--- src/rtl/gfau_ctrl_if.sv ---
// gfau_ctrl_if: bundles every non-clock signal of the GFAU controller.
//   cmd_*      : command handshake (valid/ready) plus opcode and register indices
//   wr_*/rd_*  : host register-file write port and combinational read port
//   gf_*       : operands/opcode/start towards the GFAU, result/done back from it
//   busy, cmd_done, error, err_clr : status and sticky-error clear
// modport slave  : the controller side
// modport master : the host/GFAU side (testbench)
interface gfau_ctrl_if #(
    parameter int SIZE = 32,
    parameter int AW   = 3
);
    logic            cmd_valid;
    logic            cmd_ready;
    logic [1:0]      cmd_op;
    logic [AW-1:0]   cmd_src0;
    logic [AW-1:0]   cmd_src1;
    logic [AW-1:0]   cmd_dst;
    logic            wr_en;
    logic [AW-1:0]   wr_addr;
    logic [SIZE-1:0] wr_data;
    logic [AW-1:0]   rd_addr;
    logic [SIZE-1:0] rd_data;
    logic [SIZE-1:0] gf_in_0;
    logic [SIZE-1:0] gf_in_1;
    logic [1:0]      gf_op;
    logic            gf_start;
    logic [SIZE-1:0] gf_result;
    logic            gf_done;
    logic            busy;
    logic            cmd_done;
    logic            error;
    logic            err_clr;

    modport slave (
        input  cmd_valid, cmd_op, cmd_src0, cmd_src1, cmd_dst,
        input  wr_en, wr_addr, wr_data, rd_addr,
        input  gf_result, gf_done, err_clr,
        output cmd_ready, rd_data, gf_in_0, gf_in_1, gf_op, gf_start,
        output busy, cmd_done, error
    );

    modport master (
        output cmd_valid, cmd_op, cmd_src0, cmd_src1, cmd_dst,
        output wr_en, wr_addr, wr_data, rd_addr,
        output gf_result, gf_done, err_clr,
        input  cmd_ready, rd_data, gf_in_0, gf_in_1, gf_op, gf_start,
        input  busy, cmd_done, error
    );
endinterface

--- src/rtl/gfau_ctrl.sv ---
// gfau_ctrl: sequences one GFAU operation per command. Holds an NREG x SIZE
// register file, latches the two source operands and opcode on command
// accept, pulses gf_start for one cycle, waits (bounded by TIMEOUT) for
// gf_done, then writes the captured result back to the destination register.
// Ports:
//   i_clk : clock, rising edge
//   i_rst : asynchronous reset, active low
//   bus   : gfau_ctrl_if.slave (handshake, register port, GFAU link, status)
module gfau_ctrl #(
    parameter int SIZE    = 32,
    parameter int NREG    = 8,
    parameter int TIMEOUT = 1023
) (
    input  logic       i_clk,
    input  logic       i_rst,
    gfau_ctrl_if.slave bus
);
    localparam int AW = $clog2(NREG);
    localparam int CW = $clog2(TIMEOUT + 1);

    typedef enum logic [1:0] {IDLE, ISSUE, WAIT, WRITE} state_t;

    state_t          state, state_nx;
    logic            accept, capture, expire;
    logic [SIZE-1:0] regs [NREG];
    logic [CW-1:0]   cnt;
    logic [AW-1:0]   dst;
    logic [SIZE-1:0] res;

    // Ready is also held low while reset is asserted so every output reads 0.
    assign bus.cmd_ready = (state == IDLE) && i_rst;
    assign bus.busy      = (state != IDLE);
    assign bus.gf_start  = (state == ISSUE);
    assign bus.rd_data   = regs[bus.rd_addr];

    always_ff @(posedge i_clk or negedge i_rst) begin
        if (!i_rst) state <= IDLE;
        else        state <= state_nx;
    end

    always_comb begin
        state_nx = state;
        accept   = 1'b0;
        capture  = 1'b0;
        expire   = 1'b0;
        case (state)
            IDLE: begin
                if (bus.cmd_valid) begin
                    accept   = 1'b1;
                    state_nx = ISSUE;
                end
            end
            ISSUE: state_nx = WAIT;
            WAIT: begin
                // A done arriving on the last allowed cycle still counts.
                if (bus.gf_done) begin
                    capture  = 1'b1;
                    state_nx = WRITE;
                end else if (cnt == CW'(TIMEOUT - 1)) begin
                    expire   = 1'b1;
                    state_nx = IDLE;
                end
            end
            WRITE:   state_nx = IDLE;
            default: state_nx = IDLE;
        endcase
    end

    // Host writes only land in IDLE; result write-back only in WRITE, so the
    // two ports never collide.
    always_ff @(posedge i_clk or negedge i_rst) begin
        if (!i_rst) begin
            for (int i = 0; i < NREG; i++) regs[i] <= '0;
        end else if (state == IDLE && bus.wr_en) begin
            regs[bus.wr_addr] <= bus.wr_data;
        end else if (state == WRITE) begin
            regs[dst] <= res;
        end
    end

    always_ff @(posedge i_clk or negedge i_rst) begin
        if (!i_rst) begin
            bus.gf_in_0  <= '0;
            bus.gf_in_1  <= '0;
            bus.gf_op    <= '0;
            bus.cmd_done <= 1'b0;
            bus.error    <= 1'b0;
            dst          <= '0;
            res          <= '0;
            cnt          <= '0;
        end else begin
            // Registered so the pulse lands in WRITE, or in the IDLE cycle
            // right after a timeout.
            bus.cmd_done <= capture | expire;
            // Operands read the pre-write register values when a host write
            // coincides with accept (non-blocking read of regs).
            if (accept) begin
                bus.gf_in_0 <= regs[bus.cmd_src0];
                bus.gf_in_1 <= regs[bus.cmd_src1];
                bus.gf_op   <= bus.cmd_op;
                dst         <= bus.cmd_dst;
            end
            if (state == ISSUE)     cnt <= '0;
            else if (state == WAIT) cnt <= cnt + 1'b1;
            if (capture) res <= bus.gf_result;
            if (expire)           bus.error <= 1'b1;
            else if (bus.err_clr) bus.error <= 1'b0;
        end
    end
endmodule

--- src/flat_wrapper.sv ---
// flat-port wrapper written by rule: the top's interface ports become plain ports
module gfau_ctrl_flat 
#(
    parameter int SIZE    = 32,
    parameter int NREG    = 8,
    parameter int TIMEOUT = 1023
)
  (i_clk, i_rst, bus_cmd_valid, bus_cmd_op, bus_cmd_src0, bus_cmd_src1, bus_cmd_dst, bus_wr_en, bus_wr_addr, bus_wr_data, bus_rd_addr, bus_gf_result, bus_gf_done, bus_err_clr, bus_cmd_ready, bus_rd_data, bus_gf_in_0, bus_gf_in_1, bus_gf_op, bus_gf_start, bus_busy, bus_cmd_done, bus_error);
  gfau_ctrl_if #(.SIZE(SIZE)) bus_i ();
  input  logic i_clk;
  input  logic i_rst;
  input wire logic [$bits(bus_i.cmd_valid)-1:0] bus_cmd_valid;
  input wire logic [$bits(bus_i.cmd_op)-1:0] bus_cmd_op;
  input wire logic [$bits(bus_i.cmd_src0)-1:0] bus_cmd_src0;
  input wire logic [$bits(bus_i.cmd_src1)-1:0] bus_cmd_src1;
  input wire logic [$bits(bus_i.cmd_dst)-1:0] bus_cmd_dst;
  input wire logic [$bits(bus_i.wr_en)-1:0] bus_wr_en;
  input wire logic [$bits(bus_i.wr_addr)-1:0] bus_wr_addr;
  input wire logic [$bits(bus_i.wr_data)-1:0] bus_wr_data;
  input wire logic [$bits(bus_i.rd_addr)-1:0] bus_rd_addr;
  input wire logic [$bits(bus_i.gf_result)-1:0] bus_gf_result;
  input wire logic [$bits(bus_i.gf_done)-1:0] bus_gf_done;
  input wire logic [$bits(bus_i.err_clr)-1:0] bus_err_clr;
  output wire logic [$bits(bus_i.cmd_ready)-1:0] bus_cmd_ready;
  output wire logic [$bits(bus_i.rd_data)-1:0] bus_rd_data;
  output wire logic [$bits(bus_i.gf_in_0)-1:0] bus_gf_in_0;
  output wire logic [$bits(bus_i.gf_in_1)-1:0] bus_gf_in_1;
  output wire logic [$bits(bus_i.gf_op)-1:0] bus_gf_op;
  output wire logic [$bits(bus_i.gf_start)-1:0] bus_gf_start;
  output wire logic [$bits(bus_i.busy)-1:0] bus_busy;
  output wire logic [$bits(bus_i.cmd_done)-1:0] bus_cmd_done;
  output wire logic [$bits(bus_i.error)-1:0] bus_error;
  assign bus_i.cmd_valid = bus_cmd_valid;
  assign bus_i.cmd_op = bus_cmd_op;
  assign bus_i.cmd_src0 = bus_cmd_src0;
  assign bus_i.cmd_src1 = bus_cmd_src1;
  assign bus_i.cmd_dst = bus_cmd_dst;
  assign bus_i.wr_en = bus_wr_en;
  assign bus_i.wr_addr = bus_wr_addr;
  assign bus_i.wr_data = bus_wr_data;
  assign bus_i.rd_addr = bus_rd_addr;
  assign bus_i.gf_result = bus_gf_result;
  assign bus_i.gf_done = bus_gf_done;
  assign bus_i.err_clr = bus_err_clr;
  assign bus_cmd_ready = bus_i.cmd_ready;
  assign bus_rd_data = bus_i.rd_data;
  assign bus_gf_in_0 = bus_i.gf_in_0;
  assign bus_gf_in_1 = bus_i.gf_in_1;
  assign bus_gf_op = bus_i.gf_op;
  assign bus_gf_start = bus_i.gf_start;
  assign bus_busy = bus_i.busy;
  assign bus_cmd_done = bus_i.cmd_done;
  assign bus_error = bus_i.error;
  gfau_ctrl #(.SIZE(SIZE), .NREG(NREG), .TIMEOUT(TIMEOUT)) u_core (.i_clk(i_clk), .i_rst(i_rst), .bus(bus_i));
endmodule
--- config.mk ---
export PLATFORM = sky130hd
export DESIGN_NAME = gfau_ctrl_flat
export DESIGN_NICKNAME = d
export VERILOG_FILES = /design/src/rtl/gfau_ctrl_if.sv /design/src/rtl/gfau_ctrl.sv /design/src/flat_wrapper.sv
export SDC_FILE = /design/constraint.sdc
export NUM_CORES = 1
export LEC_CHECK = 0
export CAP_MARGIN = 10
export CORE_UTILIZATION = 50
export DETAILED_ROUTE_END_ITERATION = 8
export GPL_TIMING_DRIVEN = 0
export HOLD_SLACK_MARGIN = 0.03
export PLACE_DENSITY = 0.71
export SYNTH_ARGS = -nofsm -noshare
export SYNTH_HDL_FRONTEND = slang
export SYNTH_SLANG_ARGS = --single-unit
--- constraint.sdc ---
create_clock -name i_clk -period 2.1 [get_ports i_clk]
set_input_delay 0.21 -clock i_clk [delete_from_list [all_inputs] [get_ports i_clk]]
set_output_delay 0.21 -clock i_clk [all_outputs]
set_load 0.02 [all_outputs]
==> results by group <==
Outcome
  • Status: complete, but fails checks
  • Failing checks: negative hold slack, negative setup slack

Place
  • Post-DP HPWL: 61600 um
  • Gpl congestion: 0.973
  • PortBufs: 184

Synthesis
  • Ys async rst share: 100%
  • Synth Net Count: 2306
  • Mapped Cells: 2212
  • Post-synthesis cell area: 22400 um2
  • Register area share after synthesis: 41.4%
  • Synthesis warning total: 0
  • Yosys cell types: 42
  • Synth Register Bits: 371
  • Syn_area_per_cell: 10.1 um2
  • Ys flop type: dfrtp_1
  • Post-synth EDFFs: 0

Critical path
  • Critical Path Start: u_core.regs[192]
  • Slowest CP cell: mux4_2
  • CP Data Required Time: 1.89 ns
  • Worst path cell trace: mux4_2 > mux2_4 > buf_6
  • Reg2reg start: u_core.state[0]
  • Crit path DAT: 1.97 ns
  • CP Launch Type: flip-flop
  • CP max FO: 4
  • Crit path kind: reg2out
  • Crit-path max cell delay: 0.47 ns
  • CP endpoint kind: primary output

Layout
  • Most common cell after layout, fill and taps aside: dfrtp_1
  • Fillers: 3478
  • FF/Latch Area: 9280 um2
  • Layout cells sized above 1: 24.8%
  • Most frequent cells in the layout: 371 x dfrtp_1, 312 x o21ai_0, 265 x nand2_1
  • Final net count: 2768
  • Layout overhead on the synthesized area: 29.0%
  • Multi-input gate area: 12300 um2

GRT
  • Overall global routing resource usage: 42.5%
  • First-pass GRT wire length: 142000 um
  • Largest net degree at the start of global routing: 120
  • Antenna violations before repair: 1
  • Total gr overflow: 0
  • Vias in the first global route: 23000

Die
  • Core Area: 44200 um2
  • Die H: 214 um
  • Die ar.: 45700 um2
  • Initial cell density of the core: 50.7%
  • Horiz. Die Dim: 214 um
  • IO Count: 190
  • # rows: 77

Detailed routing
  • DRT iter0 DRCs: 3856
  • Remaining DRCs: 0
  • Post-route ant nets: 0
  • Pre-antenna DRT Iters: 8
  • Total number of vias: 23100
  • DRT Wirelength: 97700 um
  • DR WL/cell: 29.6 um
  • Vias per inst: 7.01

Timing
  • Measured slew at the worst slew-check pin: 0.992 ns
  • Fin worst setup slack: -0.0793 ns
  • Fin. max-slew vios: 0
  • RSZ-0062 raised after global routing: true
  • Min Clock Period, post-route: 2.18 ns
  • Crit share post-route: 104%
  • # setup viols final: 37
  • Fin. Hold Viols: 137
  • Clock Skew: 0.0227 ns
  • Rel. slew slack: 33.8%
  • Worst Hold Slack: -0.408 ns
  • Fmax: 0.459 GHz

Pwr
  • Leakage power: 12.8 nW
  • Design Power: 46.7 mW
  • Power Density: 1620 nW/um2
  • Worst vdd ir: 903 uV

Clock tree
  • Cts bufs inserted: 44
  • Root Buffer: clkbuf_16
  • # H-tree levels: 2
  • CTS tree: built
  • Clock Path Buffers: 3
  • Clock transition at path regs: 0.06 ns
  • Clock sinks: 371
  • Clock Latency Late Sink: 0.60 ns

Min path
  • Min-Delay Path Class: in2async

Flow run
  • Maxcap violations: 0
[worst max-delay path, delay by kind of cell (launching register included)]
family	cells	cell delay [ns]
buf+inv	1	0.15
flops	1	0.43
mux	2	0.80
[per-layer routing]
layer | global-route usage (%) | routed length [um] | up-vias
met2 | 61.9 | 41300 | 2149
met4 | 25.0 | 6430 | 0
met3 | 17.1 | 14700 | 556
met1 | 53.1 | 35300 | 11200
li1 | - | - | 9250
met5 | 0 | 0 | -
[flip-flops by register name, indices dropped and copies added (netlist names)]
signal	flops
u_core.cnt	10
u_core.regs	256
u_core.bus.gf_op	2
u_core.bus.error	1
u_core.bus.gf_in_0	32
u_core.dst	3
u_core.bus.gf_in_1	32
u_core.res	32
u_core.bus.cmd_done	1
u_core.state	2
[timing repair]
| item | in CTS | in global routing |
|---|---|---|
| setup endpoints to repair | 387 | 340 |
| pin swaps | 2 | 0 |
| setup buffers | 181 | 44 |
| resized for setup | 295 | 205 |
| endpoints found under the hold margin | 253 | 253 |
[where the power goes]
| part | internal [mW] | switching (mW) |
|---|---|---|
| clock | 4.86 | 3.28 |
| combinational | 12.0 | 12.6 |
| sequential | 10.8 | 3.29 |
[kinds of logic (layout without fill, tap and decap cells)]
family | Yosys count | count (layout) | synth area share [%]
compound gates | 725 | 725 | 22.0
simple gates | 495 | 495 | 9.93
mux | 391 | 391 | 21.4
flops | 371 | 371 | 41.4
buf+inv | 220 | 714 | 4.71
fa+ha+maj | 7 | 7 | 0.391
xor+xnor | 3 | 3 | 0.117
other cells | 0 | 1 | 0
[synthesized netlist by cell type (all sizes together) (2+ instances only)]
cell type | n | area [um2]
a21o | 2 | 15.0
mux4 | 64 | 1440
clkbuf | 114 | 429
mux2i | 257 | 2570
nand2 | 284 | 1070
xnor2 | 2 | 17.5
inv | 6 | 22.5
nor2 | 5 | 18.8
nor3 | 8 | 51.3
a22oi | 128 | 961
nand2b | 3 | 18.8
a2bb2oi | 256 | 2240
o31ai | 3 | 22.5
and3 | 3 | 18.8
nor4 | 2 | 12.5
and3b | 3 | 26.3
dfrtp | 371 | 9280
and2 | 5 | 31.3
ha | 7 | 87.6
a21oi | 4 | 23.8
mux2 | 70 | 788
nand3 | 135 | 681
nand4 | 4 | 25.0
o21ai | 327 | 1640
buf | 100 | 606
nor2b | 41 | 257
[layout make-up]
| class | instances | area share (%) |
|---|---|---|
| multi-input cells | 1621 | 42.6 |
| repair buffers | 416 | 12.8 |
| flip-flops and latches | 371 | 32.1 |
| plain buffers | 214 | 4.68 |
| well taps | 592 | 2.56 |
| clock inverters | 13 | 0.580 |
| clock buffers | 65 | 4.60 |
| inverters | 6 | 0.0778 |
| diodes | 1 | 0.00865 |
[path summary, 6_finish.rpt]
path,to,slack (ns),cells past startpoint
worst max-delay path,bus_rd_data[0],-0.08,3
worst min-delay path,u_core.regs[89],-0.41,3
worst max register to register,u_core.regs[220],-0.06,6
worst min register to register,u_core.bus.gf_in_1[9],0.47,2
max in group asynchronous,u_core.regs[187],0.67,5
min in group i_clk,u_core.bus.error,0.21,2
[through the flow]
step / cell area, um2 / utilization, % / worst slack, ns / TNS, ns / cells
after global placement: 25000 / 56.6 / -15.79 / -5973.13 / 2988
after detailed placement: 25100 / 56.8 / -0.965 / -151.27 / 2991
after CTS: 28200 / 63.7 / -0.0501 / -0.459 / 3250
after global routing: 28900 / 65.4 / -0.0707 / -1.26 / 3299
final: 28900 / 65.4 / -0.0793 / -1.12 / 3299
after floorplan: 22400 / - / 0.372 / 0 / 2212
No activity file was read; power rests on OpenSTA's default activity.
